File: src/rtl/mem_stage.sv
// Memory-access stage: loads/stores over an SRAM-like bus, write-back triple to MEM2WB.
// Latency: non-memory ops pass through combinationally; memory ops take IDLE+REQ+WAIT+DONE (min 3 stall cycles).
// Backpressure: stall_req_o holds MEM and earlier stages while a bus transaction is open; addr_ok/data_ok delays extend it.
//
// Ports:
//   clk_i, rst_i                  clock, synchronous active-high reset
//   mem_wd_i/_wreg_i/_wdata_i     write-back triple from EX2MEM
//   mem_op_i, mem_addr_i          memory op code and effective address
//   mem_sdata_i                   store data (rt)
//   wb_wd_o/_wreg_o/_wdata_o      write-back triple to MEM2WB
//   stall_req_o, addr_err_o       pipeline hold request, misaligned-access flag
//   data_req_o .. data_wdata_o    bus request side
//   data_addr_ok_i, data_data_ok_i, data_rdata_i   bus handshake / read data
module mem_stage (
    input  logic        clk_i,
    input  logic        rst_i,
    input  logic [4:0]  mem_wd_i,
    input  logic        mem_wreg_i,
    input  logic [31:0] mem_wdata_i,
    input  logic [3:0]  mem_op_i,
    input  logic [31:0] mem_addr_i,
    input  logic [31:0] mem_sdata_i,
    output logic [4:0]  wb_wd_o,
    output logic        wb_wreg_o,
    output logic [31:0] wb_wdata_o,
    output logic        stall_req_o,
    output logic        addr_err_o,
    output logic        data_req_o,
    output logic        data_wr_o,
    output logic [1:0]  data_size_o,
    output logic [31:0] data_addr_o,
    output logic [31:0] data_wdata_o,
    input  logic        data_addr_ok_i,
    input  logic        data_data_ok_i,
    input  logic [31:0] data_rdata_i
);

    localparam logic [3:0] OP_LB  = 4'd1;
    localparam logic [3:0] OP_LBU = 4'd2;
    localparam logic [3:0] OP_LH  = 4'd3;
    localparam logic [3:0] OP_LHU = 4'd4;
    localparam logic [3:0] OP_LW  = 4'd5;
    localparam logic [3:0] OP_SB  = 4'd6;
    localparam logic [3:0] OP_SH  = 4'd7;
    localparam logic [3:0] OP_SW  = 4'd8;

    localparam logic [1:0] SZ_BYTE = 2'd0;
    localparam logic [1:0] SZ_HALF = 2'd1;
    localparam logic [1:0] SZ_WORD = 2'd2;

    typedef enum logic [1:0] {
        S_IDLE = 2'd0,
        S_REQ  = 2'd1,
        S_WAIT = 2'd2,
        S_DONE = 2'd3
    } state_e;

    state_e      state_q, state_d;
    logic [31:0] rbuf_q, rbuf_d;

    logic        is_load, is_store, is_mem, sign_ext, misaligned, start_ok;
    logic [1:0]  size;
    logic [7:0]  byte_sel;
    logic [15:0] half_sel;
    logic [31:0] load_data;
    logic [31:0] store_data;

    // ---------------- op decode ----------------
    always_comb begin
        is_load  = 1'b0;
        is_store = 1'b0;
        sign_ext = 1'b0;
        size     = SZ_BYTE;
        case (mem_op_i)
            OP_LB:  begin is_load  = 1'b1; size = SZ_BYTE; sign_ext = 1'b1; end
            OP_LBU: begin is_load  = 1'b1; size = SZ_BYTE; end
            OP_LH:  begin is_load  = 1'b1; size = SZ_HALF; sign_ext = 1'b1; end
            OP_LHU: begin is_load  = 1'b1; size = SZ_HALF; end
            OP_LW:  begin is_load  = 1'b1; size = SZ_WORD; end
            OP_SB:  begin is_store = 1'b1; size = SZ_BYTE; end
            OP_SH:  begin is_store = 1'b1; size = SZ_HALF; end
            OP_SW:  begin is_store = 1'b1; size = SZ_WORD; end
            default: ;
        endcase
        is_mem     = is_load | is_store;
        misaligned = ((size == SZ_HALF) && mem_addr_i[0]) ||
                     ((size == SZ_WORD) && (mem_addr_i[1:0] != 2'b00));
        start_ok   = is_mem & ~misaligned;
    end

    // ---------------- load extraction (little-endian) ----------------
    always_comb begin
        case (mem_addr_i[1:0])
            2'd0:    byte_sel = rbuf_q[7:0];
            2'd1:    byte_sel = rbuf_q[15:8];
            2'd2:    byte_sel = rbuf_q[23:16];
            default: byte_sel = rbuf_q[31:24];
        endcase
        half_sel = mem_addr_i[1] ? rbuf_q[31:16] : rbuf_q[15:0];
        case (size)
            SZ_BYTE: load_data = {{24{sign_ext & byte_sel[7]}}, byte_sel};
            SZ_HALF: load_data = {{16{sign_ext & half_sel[15]}}, half_sel};
            default: load_data = rbuf_q;
        endcase
    end

    // Stores replicate the sub-word across all lanes so the slave can pick any lane.
    always_comb begin
        case (size)
            SZ_BYTE: store_data = {4{mem_sdata_i[7:0]}};
            SZ_HALF: store_data = {2{mem_sdata_i[15:0]}};
            default: store_data = mem_sdata_i;
        endcase
    end

    // ---------------- FSM next state / read buffer ----------------
    always_comb begin
        state_d = state_q;
        rbuf_d  = rbuf_q;
        case (state_q)
            S_IDLE: if (start_ok) state_d = S_REQ;
            S_REQ:  if (data_addr_ok_i) state_d = S_WAIT;
            // data_ok is honoured only here, so a response left over from an
            // aborted transaction can never land in the buffer.
            S_WAIT: if (data_data_ok_i) begin
                        state_d = S_DONE;
                        if (is_load) rbuf_d = data_rdata_i;
                    end
            S_DONE: state_d = S_IDLE;
            default: state_d = S_IDLE;
        endcase
    end

    always_ff @(posedge clk_i) begin
        if (rst_i) begin
            state_q <= S_IDLE;
            rbuf_q  <= 32'd0;
        end else begin
            state_q <= state_d;
            rbuf_q  <= rbuf_d;
        end
    end

    // ---------------- outputs ----------------
    always_comb begin
        wb_wd_o     = mem_wd_i;
        wb_wreg_o   = mem_wreg_i;
        wb_wdata_o  = mem_wdata_i;
        addr_err_o  = is_mem & misaligned;
        data_req_o  = (state_q == S_REQ);
        stall_req_o = (state_q == S_REQ) || (state_q == S_WAIT) ||
                      ((state_q == S_IDLE) && start_ok);
        if (is_mem && misaligned) begin
            wb_wreg_o = 1'b0;
        end else if (is_load) begin
            // Load result only exists once the buffer is filled; keep the
            // register write suppressed until then.
            wb_wreg_o  = (state_q == S_DONE) ? mem_wreg_i : 1'b0;
            wb_wdata_o = (state_q == S_DONE) ? load_data : mem_wdata_i;
        end
        if (rst_i) begin
            wb_wd_o     = 5'd0;
            wb_wreg_o   = 1'b0;
            wb_wdata_o  = 32'd0;
            addr_err_o  = 1'b0;
            data_req_o  = 1'b0;
            stall_req_o = 1'b0;
        end
    end

    assign data_wr_o    = is_store;
    assign data_size_o  = size;
    assign data_addr_o  = mem_addr_i;
    assign data_wdata_o = store_data;

endmodule

File: config.mk
export PLATFORM = sky130hd
export DESIGN_NAME = mem_stage
export DESIGN_NICKNAME = d
export VERILOG_FILES = /design/src/rtl/mem_stage.sv
export SDC_FILE = /design/constraint.sdc
export NUM_CORES = 1
export LEC_CHECK = 0
export CORE_UTILIZATION = 38
export CTS_CLUSTER_DIAMETER = 80
export DETAILED_ROUTE_END_ITERATION = 16
export PLACE_DENSITY = 0.88
export SYNTH_ARGS = -nofsm -noshare
export SYNTH_HDL_FRONTEND = slang
export SYNTH_SLANG_ARGS = --single-unit
File: constraint.sdc
create_clock -name clk_i -period 6.3 [get_ports clk_i]
set_clock_uncertainty 0.05 [all_clocks]
set_input_delay 1.26 -clock clk_i [delete_from_list [all_inputs] [get_ports clk_i]]
set_output_delay 1.26 -clock clk_i [all_outputs]
set_load 0.005 [all_outputs]
==> results.json <==
{
  "rr_worst_depth": 5,
  "synth_ff_type": "dfxtp_1",
  "yosys.area.top_type": "dfxtp_1",
  "hold_path.class": "flip-flop to flip-flop",
  "drt-pass1-iter-count": 5,
  "slew_headroom": 0.215,
  "tns_ns": 0,
  "ctsHoldBuffers": 0,
  "hold_ws_ns": 0.431,
  "grt_max_degree": 46,
  "drt_wl_total_mm": 11.9,
  "port-buffer-count": 189,
  "final_cells": 718,
  "path_clk_slew_ns": 0.07,
  "fin_crit_sh": 0.912,
  "wire_per_inst_um": 16.6,
  "grt_pass1_wl_mm": 17.6,
  "ant_nets": 0,
  "hold_depth": 2,
  "clock.fmax_ghz": 0.174,
  "synth_edf_count": 0,
  "startpoint_type": "primary input",
  "n_antenna_cell": 0,
  "postCtsSetupRepairBufs": 0,
  "synth_seq_cells": 34,
  "synth_cells": 485,
  "status": "finished clean",
  "drive_above_1_share": 0.103,
  "drc": 0,
  "synth-seq-area-share": 0.203,
  "synthTopCellsByArea": "dfxtp_1 (20%), nand2_1 (17%), buf_4 (9.2%)",
  "power.density_nw_per_um2": 161,
  "clock_latency_ns": 0.29,
  "dp.cells": 710,
  "htreeDepth": 2,
  "post-route-min-period_ns": 5.75,
  "grt_pass1_vias": 3625,
  "r2r_slack_ns": 4.15,
  "nNetsFinal": 759,
  "final_hold_viol_count": 0,
  "area_growth_pct": 50.5,
  "clockBufferDepth": 2,
  "fp-row-count": 33,
  "tightest_slew_ns": 1.17,
  "initial_core_util": 0.401,
  "critPathCaptureType": "output port",
  "die_x_um": 96.0,
  "synth_area_um2": 3360,
  "fp.dieH_um": 96.0,
  "synth_cell_types": 48,
  "synth_top_area_frac": 0.203,
  "max-vdd-ir-drop_v": 0.000137,
  "min_from": "rbuf_q[0]",
  "setup_ws_ns": 0.554,
  "p_leak_uw": 0.00193,
  "antenna_found_initial": 0,
  "slew_violations": 0,
  "arrival_ns": 4.44,
  "post-place-ws_ns": 0.646,
  "die_area_um2": 9220,
  "whs_endpoint": "rbuf_q[0]",
  "rr_startpoint": "state_q[0]",
  "drv_cap": 0,
  "dp_hpwl_mm": 9.31,
  "gp_congestion": 0.910,
  "pin_count": 250,
  "syn_area_per_cell_um2": 6.93,
  "path_class": "primary input to output port",
  "drt_iter0_drc": 321,
  "viasPerCell": 5.46,
  "clockRootBuffer": "clkbuf_8",
  "path_max_fanout": 20,
  "core_um2": 8380,
  "cts_resized": 0,
  "overflow": 0,
  "critPathRequiredTime_ns": 4.99,
  "cts_tree": "built",
  "yosys_warnings": 0,
  "track_usage": 0.249,
  "clock-sinks": 34,
  "cts_made_buffers": 5,
  "rsz0062_at_grt": "no",
  "synthesis.nets": 632,
  "vias": 3922,
  "synth_async_sr_flop_share": 0,
  "setup_violations": 0,
  "r2r-end": "rbuf_q[31]"
}
stage by stage:
step / util / total power (µW) / area (µm²)
final: 0.604 / 817 / 5060
after global routing: 0.604 / 858 / 5060
after CTS: 0.604 / 817 / 5060
after detailed placement: 0.587 / 574 / 4920
after global placement: 0.587 / 563 / 4920
after floorplan: - / 414 / 3360
power breakdown:
| group | total [µW] | internal (µW) | switching [µW] |
|---|---|---|---|
| clock | 246 | 159 | 87.6 |
| combinational | 331 | 187 | 144 |
| sequential | 240 | 227 | 13.1 |
| total | 817 | 572 | 245 |
worst max-delay path, stage by stage:
cell and delay (ns):
clkdlybuf4s50_1 0.93, nand2b_1 0.40, o22ai_1 0.14, a21oi_1 0.64, o22ai_1 0.19, o31ai_1 0.31, clkdlybuf4s50_1 0.56
cells by family after synthesis:
kind of cell	count (synthesis)	share of synthesized area
and+or+nand+nor	229	0.291
AOI/OAI and AO/OA	117	0.247
buffers and inverters	84	0.161
DFF	34	0.203
muxes	16	0.0800
adders and majority gates	5	0.0186
worst max path at each step:
stage | startpoint | end | slack, ns | cells past startpoint
floorplan | mem_op_i[0] | wb_wdata_o[13] | 2.31 | 7
global placement | mem_op_i[1] | wb_wdata_o[1] | 0.63 | 7
detailed placement | mem_op_i[1] | wb_wdata_o[7] | 0.65 | 7
CTS | mem_op_i[1] | wb_wdata_o[7] | 0.63 | 7
global route | mem_op_i[1] | wb_wdata_o[1] | 0.40 | 8
finish | mem_op_i[1] | wb_wdata_o[7] | 0.55 | 7
synth_stat cells, types with 8 or more instances:
cell / instances
o22ai_1: 9
inv_1: 8
nor2_1: 37
buf_4: 41
a21oi_1: 37
a22oi_1: 9
buf_2: 10
mux4_2: 8
o21ai_2: 22
clkbuf_1: 15
dfxtp_1: 34
o21ai_0: 15
nor2b_1: 9
nand2_1: 155
buf_6: 8
nand3_1: 8
routing by layer:
metal / routed length, µm / share of wire / GRT usage / vias to the layer above
met5: 0 / 0 / 0 / -
met4: 199 / 0.017 / 0.0572 / 0
met3: 982 / 0.082 / 0.0498 / 23
met2: 6350 / 0.53 / 0.470 / 211
met1: 4390 / 0.37 / 0.285 / 1822
li1: - / - / - / 1866
cell usage in the layout, fill, tap and decap left out, types with 2 or more instances in the layout:
cell / Yosys / final
nor2_1: 37 / 37
nand2_1: 155 / 155
ha_1: 5 / 5
mux4_2: 8 / 8
dfxtp_1: 34 / 34
nor2b_1: 9 / 9
nand3b_1: 2 / 2
clkdlybuf4s50_1: 0 / 189
inv_1: 8 / 8
o211ai_1: 7 / 7
bufinv_16: 0 / 2
o31ai_1: 7 / 7
a21oi_1: 37 / 37
o21ai_2: 22 / 22
buf_4: 41 / 6
nand3_1: 8 / 8
o21ai_0: 15 / 15
a22oi_1: 9 / 9
nor3b_1: 3 / 3
or3b_1: 2 / 2
o22ai_1: 9 / 9
clkbuf_8: 0 / 5
nand2_2: 3 / 3
mux2_2: 7 / 7
layout make-up:
type / count / area (µm²)
inverters: 9 / 33.8
clock buffers: 5 / 68.8
well taps: 105 / 131
fillers: 759 / 3320
multi-input cells: 367 / 2140
flip-flops and latches: 34 / 681
clock inverters: 3 / 68.8
repair buffers: 195 / 1940
state kept, by name, indices dropped and copies added, names as in the netlist:
| signal | flops |
|---|---|
| rbuf_q | 32 |
| state_q | 2 |
(Power assumes the default switching activity.)
